## config.mk

```make
export PLATFORM = sky130hd
export DESIGN_NAME = dbg_mem_arb
export DESIGN_NICKNAME = d
export VERILOG_FILES = /design/src/rtl/dbg_mem_arb.sv
export SDC_FILE = /design/constraint.sdc
export NUM_CORES = 1
export LEC_CHECK = 0
export BUFFER_PORTS_ARGS = -buffer_cell sky130_fd_sc_hd__buf_2
export CORE_MARGIN = 2
export CORE_UTILIZATION = 35
export DETAILED_ROUTE_END_ITERATION = 10
export GPL_ROUTABILITY_DRIVEN = 0
export GPL_TIMING_DRIVEN = 0
export SYNTH_ARGS = -nofsm -noshare
export SYNTH_HDL_FRONTEND = slang
export SYNTH_SLANG_ARGS = --single-unit
```

## constraint.sdc

```tcl
create_clock -name clk -period 3.5 [get_ports clk]
set_input_delay 0.7 -clock clk [delete_from_list [all_inputs] [get_ports clk]]
set_output_delay 0.7 -clock clk [all_outputs]
set_load 0.05 [all_outputs]
```

## src/rtl/dbg_mem_arb.sv

```systemverilog
// Arbitrates one 16-bit single-port RAM between the CPU bus and a one-entry debug slot.
// CPU has priority; a pending debug access wins after MAXWAIT losses or immediately under halt.
module dbg_mem_arb #(
  parameter int AW      = 16,
  parameter int MAXWAIT = 4
) (
  input  logic          clk,
  input  logic          reset,
  input  logic          halt,
  input  logic          dbg_cs,
  input  logic          dbg_rd,
  input  logic [1:0]    dbg_wr,
  input  logic [AW-1:0] dbg_addr,
  input  logic [15:0]   dbg_wdata,
  output logic [15:0]   dbg_rdata,
  output logic          dbg_rvalid,
  output logic          dbg_busy,
  output logic          dbg_ovf,
  input  logic          cpu_cs,
  input  logic          cpu_rd,
  input  logic [1:0]    cpu_wr,
  input  logic [AW-1:0] cpu_addr,
  input  logic [15:0]   cpu_wdata,
  output logic [15:0]   cpu_rdata,
  output logic          cpu_ready,
  output logic          mem_cs,
  output logic [1:0]    mem_wr,
  output logic [AW-1:0] mem_addr,
  output logic [15:0]   mem_wdata,
  input  logic [15:0]   mem_rdata
);

  localparam int WCW = $clog2(MAXWAIT + 1);
  localparam logic [WCW-1:0] WAIT_MAX = WCW'(MAXWAIT);

  typedef struct packed {
    logic          rd;
    logic [1:0]    wr;
    logic [AW-1:0] addr;
    logic [15:0]   wdata;
  } dbg_req_t;

  dbg_req_t       slot_q, slot_d;
  logic           pend_q, pend_d;
  logic [WCW-1:0] wait_q, wait_d;
  logic           rd_dbg_q, rd_dbg_d;
  logic [15:0]    rdata_q, rdata_d;
  logic           rvalid_q, rvalid_d;
  logic           ovf_q, ovf_d;
  logic           gnt_dbg, gnt_cpu;

  // The RAM has no read strobe: a select with zero byte enables is a read.
  logic unused_cpu_rd;
  assign unused_cpu_rd = cpu_rd;

  always_comb begin
    gnt_dbg = ~reset & pend_q & (halt | ~cpu_cs | (wait_q == WAIT_MAX));
    gnt_cpu = ~reset & cpu_cs & ~halt & ~gnt_dbg;
  end

  always_comb begin
    slot_d   = slot_q;
    pend_d   = pend_q;
    ovf_d    = ovf_q;
    wait_d   = wait_q;
    rd_dbg_d = gnt_dbg & slot_q.rd;
    rvalid_d = rd_dbg_q;
    rdata_d  = rd_dbg_q ? mem_rdata : rdata_q;

    if (gnt_dbg) begin
      pend_d = 1'b0;
    end
    // A slot being granted this cycle can be reloaded in the same cycle.
    if (dbg_cs) begin
      if (!pend_q || gnt_dbg) begin
        pend_d        = 1'b1;
        slot_d.rd     = dbg_rd;
        slot_d.wr     = dbg_wr;
        slot_d.addr   = dbg_addr;
        slot_d.wdata  = dbg_wdata;
      end else begin
        ovf_d = 1'b1;
      end
    end

    if (!pend_q || gnt_dbg) begin
      wait_d = '0;
    end else if (gnt_cpu && (wait_q != WAIT_MAX)) begin
      wait_d = wait_q + WCW'(1);
    end
  end

  always_ff @(posedge clk) begin
    if (reset) begin
      slot_q   <= '0;
      pend_q   <= 1'b0;
      wait_q   <= '0;
      rd_dbg_q <= 1'b0;
      rdata_q  <= '0;
      rvalid_q <= 1'b0;
      ovf_q    <= 1'b0;
    end else begin
      slot_q   <= slot_d;
      pend_q   <= pend_d;
      wait_q   <= wait_d;
      rd_dbg_q <= rd_dbg_d;
      rdata_q  <= rdata_d;
      rvalid_q <= rvalid_d;
      ovf_q    <= ovf_d;
    end
  end

  always_comb begin
    mem_cs    = gnt_dbg | gnt_cpu;
    mem_wr    = 2'b00;
    mem_addr  = cpu_addr;
    mem_wdata = cpu_wdata;
    if (gnt_dbg) begin
      mem_wr    = slot_q.wr;
      mem_addr  = slot_q.addr;
      mem_wdata = slot_q.wdata;
    end else if (gnt_cpu) begin
      mem_wr    = cpu_wr;
    end
  end

  assign cpu_ready  = gnt_cpu;
  assign cpu_rdata  = mem_rdata;
  assign dbg_rdata  = rdata_q;
  assign dbg_rvalid = rvalid_q;
  assign dbg_busy   = pend_q;
  assign dbg_ovf    = ovf_q;

endmodule

```

==> flow_metrics.tcl, run 1 <==
set metrics [dict create \
    power_leakage_nw 2.13 \
    drt_wl_total_um 12700 \
    wl_met3_um 931 \
    synth-main-ff-cell "dfxtp_1" \
    numCtsBuffers 9 \
    antenna_found_initial 0 \
    ff2ff_setup_slack_ps 1600 \
    avgSynthCellArea_um2 8.79 \
    crit_path_start_kind "flop" \
    routedWlPerCell_um 17.2 \
    drt-pass1-iter-count 4 \
    ioPinCount 162 \
    diodes 0 \
    min_path_cells 1 \
    grt_first_pass_wirelength_um 19300 \
    synth_cells 430 \
    grt_max_degree 11 \
    route.vias.total 4073 \
    status "finished, final reports clean" \
    clk_path_buf_depth 2 \
    crit_required_ps 2800 \
    coreArea_um2 10400 \
    fin_total_pwr_mw 1.86 \
    grt_pass1_vias 3872 \
    fillerInstances 1020 \
    clock_sinks 58 \
    async_reset_ff_frac 0 \
    hold_viol 0 \
    netlist_area_um2 3780 \
    critPathMaxStageDelay_ps 650 \
    start_util 0.363 \
    cts_hold_buf 0 \
    rsz0062_at_grt "false" \
    ys_seq_elements 58 \
    maxSlewViolCount 0 \
    fmax_mhz 314 \
    nNetsFinal 693 \
    rr_worst_depth 7 \
    h-tree-depth 3 \
    critPathLaunch "wait_q[0]" \
    stdcell_area_um2 4930 \
    final_common_cell "buf_2" \
    seq_area_um2 1160 \
    arrival_ps 2480 \
    yosys_warnings 0 \
    cp_max_fo 10 \
    fin_setup_tns_ps 0 \
    top_layer "met4" \
    clock_skew_ps 14.2 \
    synth_edf_count 0 \
    syn-num-nets 523 \
    port_buffers 159 \
    dp.cells 725 \
    path_clk_slew_ps 70 \
    crit_chain "inv_1 -> ha_1 -> nand2_2 -> a211oi_4 -> buf_6 -> mux2_4 -> buf_2" \
    drive_above_1_share 0.414 \
    clk_latency_ps 340 \
    placementRows 37 \
    synth_cell_types 30 \
    slowest_stage "a211oi_4" \
    die_w_um 108 \
    post-dp-hpwl_um 9060 \
    finalNonFillerCells 740 \
    crit_type "reg -> out" \
    seq_area_frac_synth 0.307 \
    place_area_um2 4750 \
    track_usage 0.210 \
    irDropWorstVdd_mv 0.219 \
    drtIter0Drc 342 \
    die_h_um 108 \
    cp-end-kind "primary output" \
    route.layer.met1.wl_um 5650 \
    final-setup-viol-count 0 \
    max_slew.worst_pin.slew_ps 701 \
    hold_path.class "reg -> reg" \
    ant_nets 0 \
    post-route-drc-count 0 \
    layout_common_cells "buf_2 (178), dfxtp_1 (58), nor3b_1 (36), nand3_1 (36)" \
    vias_per_cell 5.50 \
    critPathCapture "mem_wdata[3]" \
    root_buffer "clkbuf_8" \
    multi_input_area_um2 2230 \
    post-route-util 0.474 \
    period_minus_slack_ps 3180 \
    grt-ovfl-total 0 \
    reg2reg_from "wait_q[0]" \
    relSlewSlack 0.531 \
    finalCritPeriodShare 0.909 \
    wl_met2_um 5920 \
    p_per_area_nw_per_um2 377 \
    cts_setup_buffers 0 \
    area_growth_pct 30.4 \
    rr_endpoint "slot_q[25]" \
    min_from "wait_q[0]" \
    die_area_um2 11700 \
    tritoncts "done" \
    postCtsResizedCells 0 \
    drv_cap 0 \
]
==> metal layers <==
layer	vias to the layer above	GRT usage
met4	0	0.0797
met2	210	0.350
met5	-	0
met3	22	0.0307
met1	1888	0.275
li1	1953	-
==> critical path: cells and delay by family, from the launching register on <==
| family | cells | cell delay [ps] |
|---|---|---|
| compound gates | 1 | 650 |
| fa+ha+maj | 1 | 170 |
| buf+inv | 3 | 560 |
| mux | 1 | 320 |
| simple gates | 1 | 100 |
| flops | 1 | 330 |
==> metrics by stage <==
stage,hold slack [ps],setup WS [ps]
detailed placement,458,355
CTS,468,297
global placement,454,375
global route,487,222
floorplan,432,378
finish,464,318
==> report_power, final <==
part           internal [mW]  leakage (nW)  switching [mW]
Sequential             0.704         0.477          0.0342
Combinational          0.182          1.55           0.327
Clock                  0.343        0.0962           0.270
Total                   1.23          2.13           0.632
==> how the worst min path moves through the flow <==
| stage | endpoint | slack (ps) |
|---|---|---|
| finish | wait_q[0] | 460 |
| global route | wait_q[0] | 490 |
| CTS | wait_q[0] | 470 |
| detailed placement | wait_q[0] | 460 |
| global placement | wait_q[0] | 450 |
| floorplan | wait_q[0] | 430 |
==> kinds of logic (layout without fill, tap and decap cells) <==
family | Yosys count | after routing | share of synthesized area
buffers and inverters | 74 | 248 | 0.104
AOI/OAI and AO/OA | 74 | 74 | 0.149
xor gates and xnor gates | 1 | 1 | 0.00232
adders and majority gates | 2 | 2 | 0.00662
muxes | 50 | 50 | 0.171
DFF | 58 | 58 | 0.307
and+or+nand+nor | 171 | 171 | 0.260
==> cell type report <==
| type | instances | share of cell area |
|---|---|---|
| repair buffers | 159 | 0.161 |
| clock buffers | 12 | 0.0294 |
| well taps | 136 | 0.0345 |
| clock inverters | 3 | 0.00812 |
| flip-flops and latches | 58 | 0.235 |
| multi-input cells | 298 | 0.452 |
| plain buffers | 69 | 0.0756 |
| inverters | 5 | 0.00381 |
==> synthesized netlist by cell type (2+ instances only) <==
library cell | n | share of area
dfxtp_1 | 58 | 0.31
nand3_1 | 36 | 0.048
nor3b_1 | 36 | 0.071
a31oi_1 | 35 | 0.058
nand2_1 | 35 | 0.035
o2111ai_1 | 35 | 0.081
or4_1 | 35 | 0.069
clkbuf_1 | 29 | 0.029
mux2_4 | 28 | 0.11
buf_2 | 19 | 0.025
nor2_1 | 17 | 0.017
buf_4 | 16 | 0.032
mux2i_1 | 16 | 0.042
mux2_2 | 6 | 0.018
buf_6 | 4 | 0.012
inv_1 | 3 | 0.0030
nor3_1 | 3 | 0.0040
a21oi_1 | 2 | 0.0026
and2_1 | 2 | 0.0033
and3_1 | 2 | 0.0033
ha_1 | 2 | 0.0066
inv_2 | 2 | 0.0020
nor2b_1 | 2 | 0.0033
==> state kept, by name, indices dropped and copies added (netlist names) <==
name        count
rd_dbg_q        1
dbg_ovf         1
wait_q          3
slot_q         35
dbg_rdata      16
dbg_rvalid      1
dbg_busy        1
Note: power is estimated with default switching activity, not from simulation.
==> run 2, diff against run 1 <==
- BUFFER_PORTS_ARGS: -buffer_cell sky130_fd_sc_hd__buf_2 -> unset
- DONT_BUFFER_PORTS: unset -> 1
==> flow_metrics.tcl, run 2 (synthesis gave the netlist of run 1 again) <==
set metrics [dict create \
    rsz0062_at_grt "false" \
    top_register "slot_q" \
    period_minus_slack_ps 3360 \
    path_clk_slew_ps 70 \
    diodes 0 \
    met1_usage 0.251 \
    cp_max_fo 10 \
    ff2ff_setup_slack_ps 1390 \
    fillerInstances 1066 \
    start_util 0.363 \
    use_met2 0.340 \
    final_common_cell "dfxtp_1" \
    port_buffers 0 \
    postCtsResizedCells 0 \
    ioPinCount 162 \
    numCtsBuffers 9 \
    die_area_um2 11700 \
    clk_path_buf_depth 2 \
    cell_internal_pwr_mw 1.34 \
    fin_setup_tns_ps 0 \
    cts_setup_buffers 0 \
    largest_reg_flops 35 \
    finalCritPeriodShare 0.960 \
    cts_hold_buf 0 \
    drt-pass1-iter-count 5 \
    fin_total_pwr_mw 1.96 \
    critPathMaxStageDelay_ps 690 \
    arrival_ps 2660 \
    post-dp-hpwl_um 8580 \
    post-route-drc-count 0 \
    crit_path_start_kind "flop" \
    clockPowerShare 0.408 \
    vias_per_cell 6.15 \
    gr-usage-met3 0.0585 \
    drt_wl_total_um 12200 \
    nNetsFinal 534 \
    drtIter0Drc 237 \
    placementRows 37 \
    final-setup-viol-count 0 \
    grt.busiest_layer "met2" \
    combPwrFrac 0.208 \
    grt-ovfl-total 0 \
    track_usage 0.205 \
    max_slew.worst_pin.slew_ps 1070 \
    die_h_um 108 \
    area_growth_pct 11.3 \
    multi_input_area_um2 2230 \
    p_sw_frac 0.314 \
    seq_area_um2 1160 \
    hold_viol 0 \
    crit_required_ps 2800 \
    layout_common_cells "dfxtp_1 (58), nor3b_1 (36), nand3_1 (36)" \
    crit_chain "inv_2 -> a211oi_4 -> buf_6 -> mux2_4" \
    relSlewSlack 0.286 \
    grt_max_degree 11 \
    fmax_mhz 298 \
    post-route-util 0.404 \
    ant_nets 0 \
    tritoncts "done" \
    die_w_um 108 \
    slowest_stage "a211oi_4" \
    power_frac_seq 0.384 \
    antenna_found_initial 0 \
    h-tree-depth 3 \
    p_sw_uw 614 \
    irDropWorstVdd_mv 0.232 \
    status "finished, final reports clean" \
    drive_above_1_share 0.211 \
    cp-end-kind "primary output" \
    grt_pass1_vias 3624 \
    clock_skew_ps 10.1 \
    routedWlPerCell_um 20.9 \
    crit_type "reg -> out" \
    hold_path.class "reg -> reg" \
    clk_latency_ps 350 \
    root_buffer "clkbuf_8" \
    coreArea_um2 10400 \
    maxSlewViolCount 0 \
    power_leakage_nw 1.49 \
    route.vias.total 3578 \
    p_per_area_nw_per_um2 465 \
    grt_first_pass_wirelength_um 18600 \
    clock_sinks 58 \
    drv_cap 0 \
]
==> run 2: changes by cell type in the layout (fill, tap and decap cells not counted), sizes merged <==
| cell | delta |
|---|---|
| buf | -159 |
| bufinv | +2 |
| clkinv | -2 |
| clkinvlp | +1 |
==> run 2: power groups by stage <==
stage | Clock (mW) | Combinational [mW] | Sequential, mW
6_report | 0.799 | 0.407 | 0.751
5_1_grt | 0.849 | 0.432 | 0.756
4_1_cts | 0.820 | 0.407 | 0.750
3_5_place_dp | 0 | 0.405 | 0.765
3_3_place_gp | 0 | 0.402 | 0.764
2_1_floorplan | 0 | 0.354 | 0.751
==> run 2: final timing paths <==
check | cells past startpoint | start | end
worst max-delay path | 4 | dbg_busy | mem_wdata[3]
worst min-delay path | 1 | wait_q[0] | wait_q[0]
worst max register to register | 4 | dbg_busy | rd_dbg_q
worst min register to register | 1 | wait_q[0] | wait_q[0]
==> run 2: area by class of cell <==
class                   count  area share
well taps                 136      0.0404
inverters                   5     0.00446
multi-input cells         298       0.531
flip-flops and latches     58       0.276
plain buffers              69      0.0886
clock buffers              12      0.0369
clock inverters             4      0.0232
==> run 2: per-layer routing <==
layer,share of wire,wire (µm)
met1,0.41,4930
met2,0.47,5730
met3,0.10,1230
met4,0.023,274
met5,0,0
==> run 2: critical path, delay by kind of cell, from the launching register on <==
kind | cells | cell delay, ps
AO/OA/AOI/OAI | 1 | 690
multiplexers | 1 | 410
flip-flops | 1 | 680
buffers and inverters | 2 | 530
==> run 2: through the flow <==
stage          cells  instance area, µm²  setup WS [ps]  hold slack, ps
2_1_floorplan    430                3780            378             432
3_3_place_gp     566                3950            101             453
3_5_place_dp     566                3960            425             459
4_1_cts          582                4210           85.3             470
5_1_grt          582                4210           59.3             486
6_report         582                4210            141             480
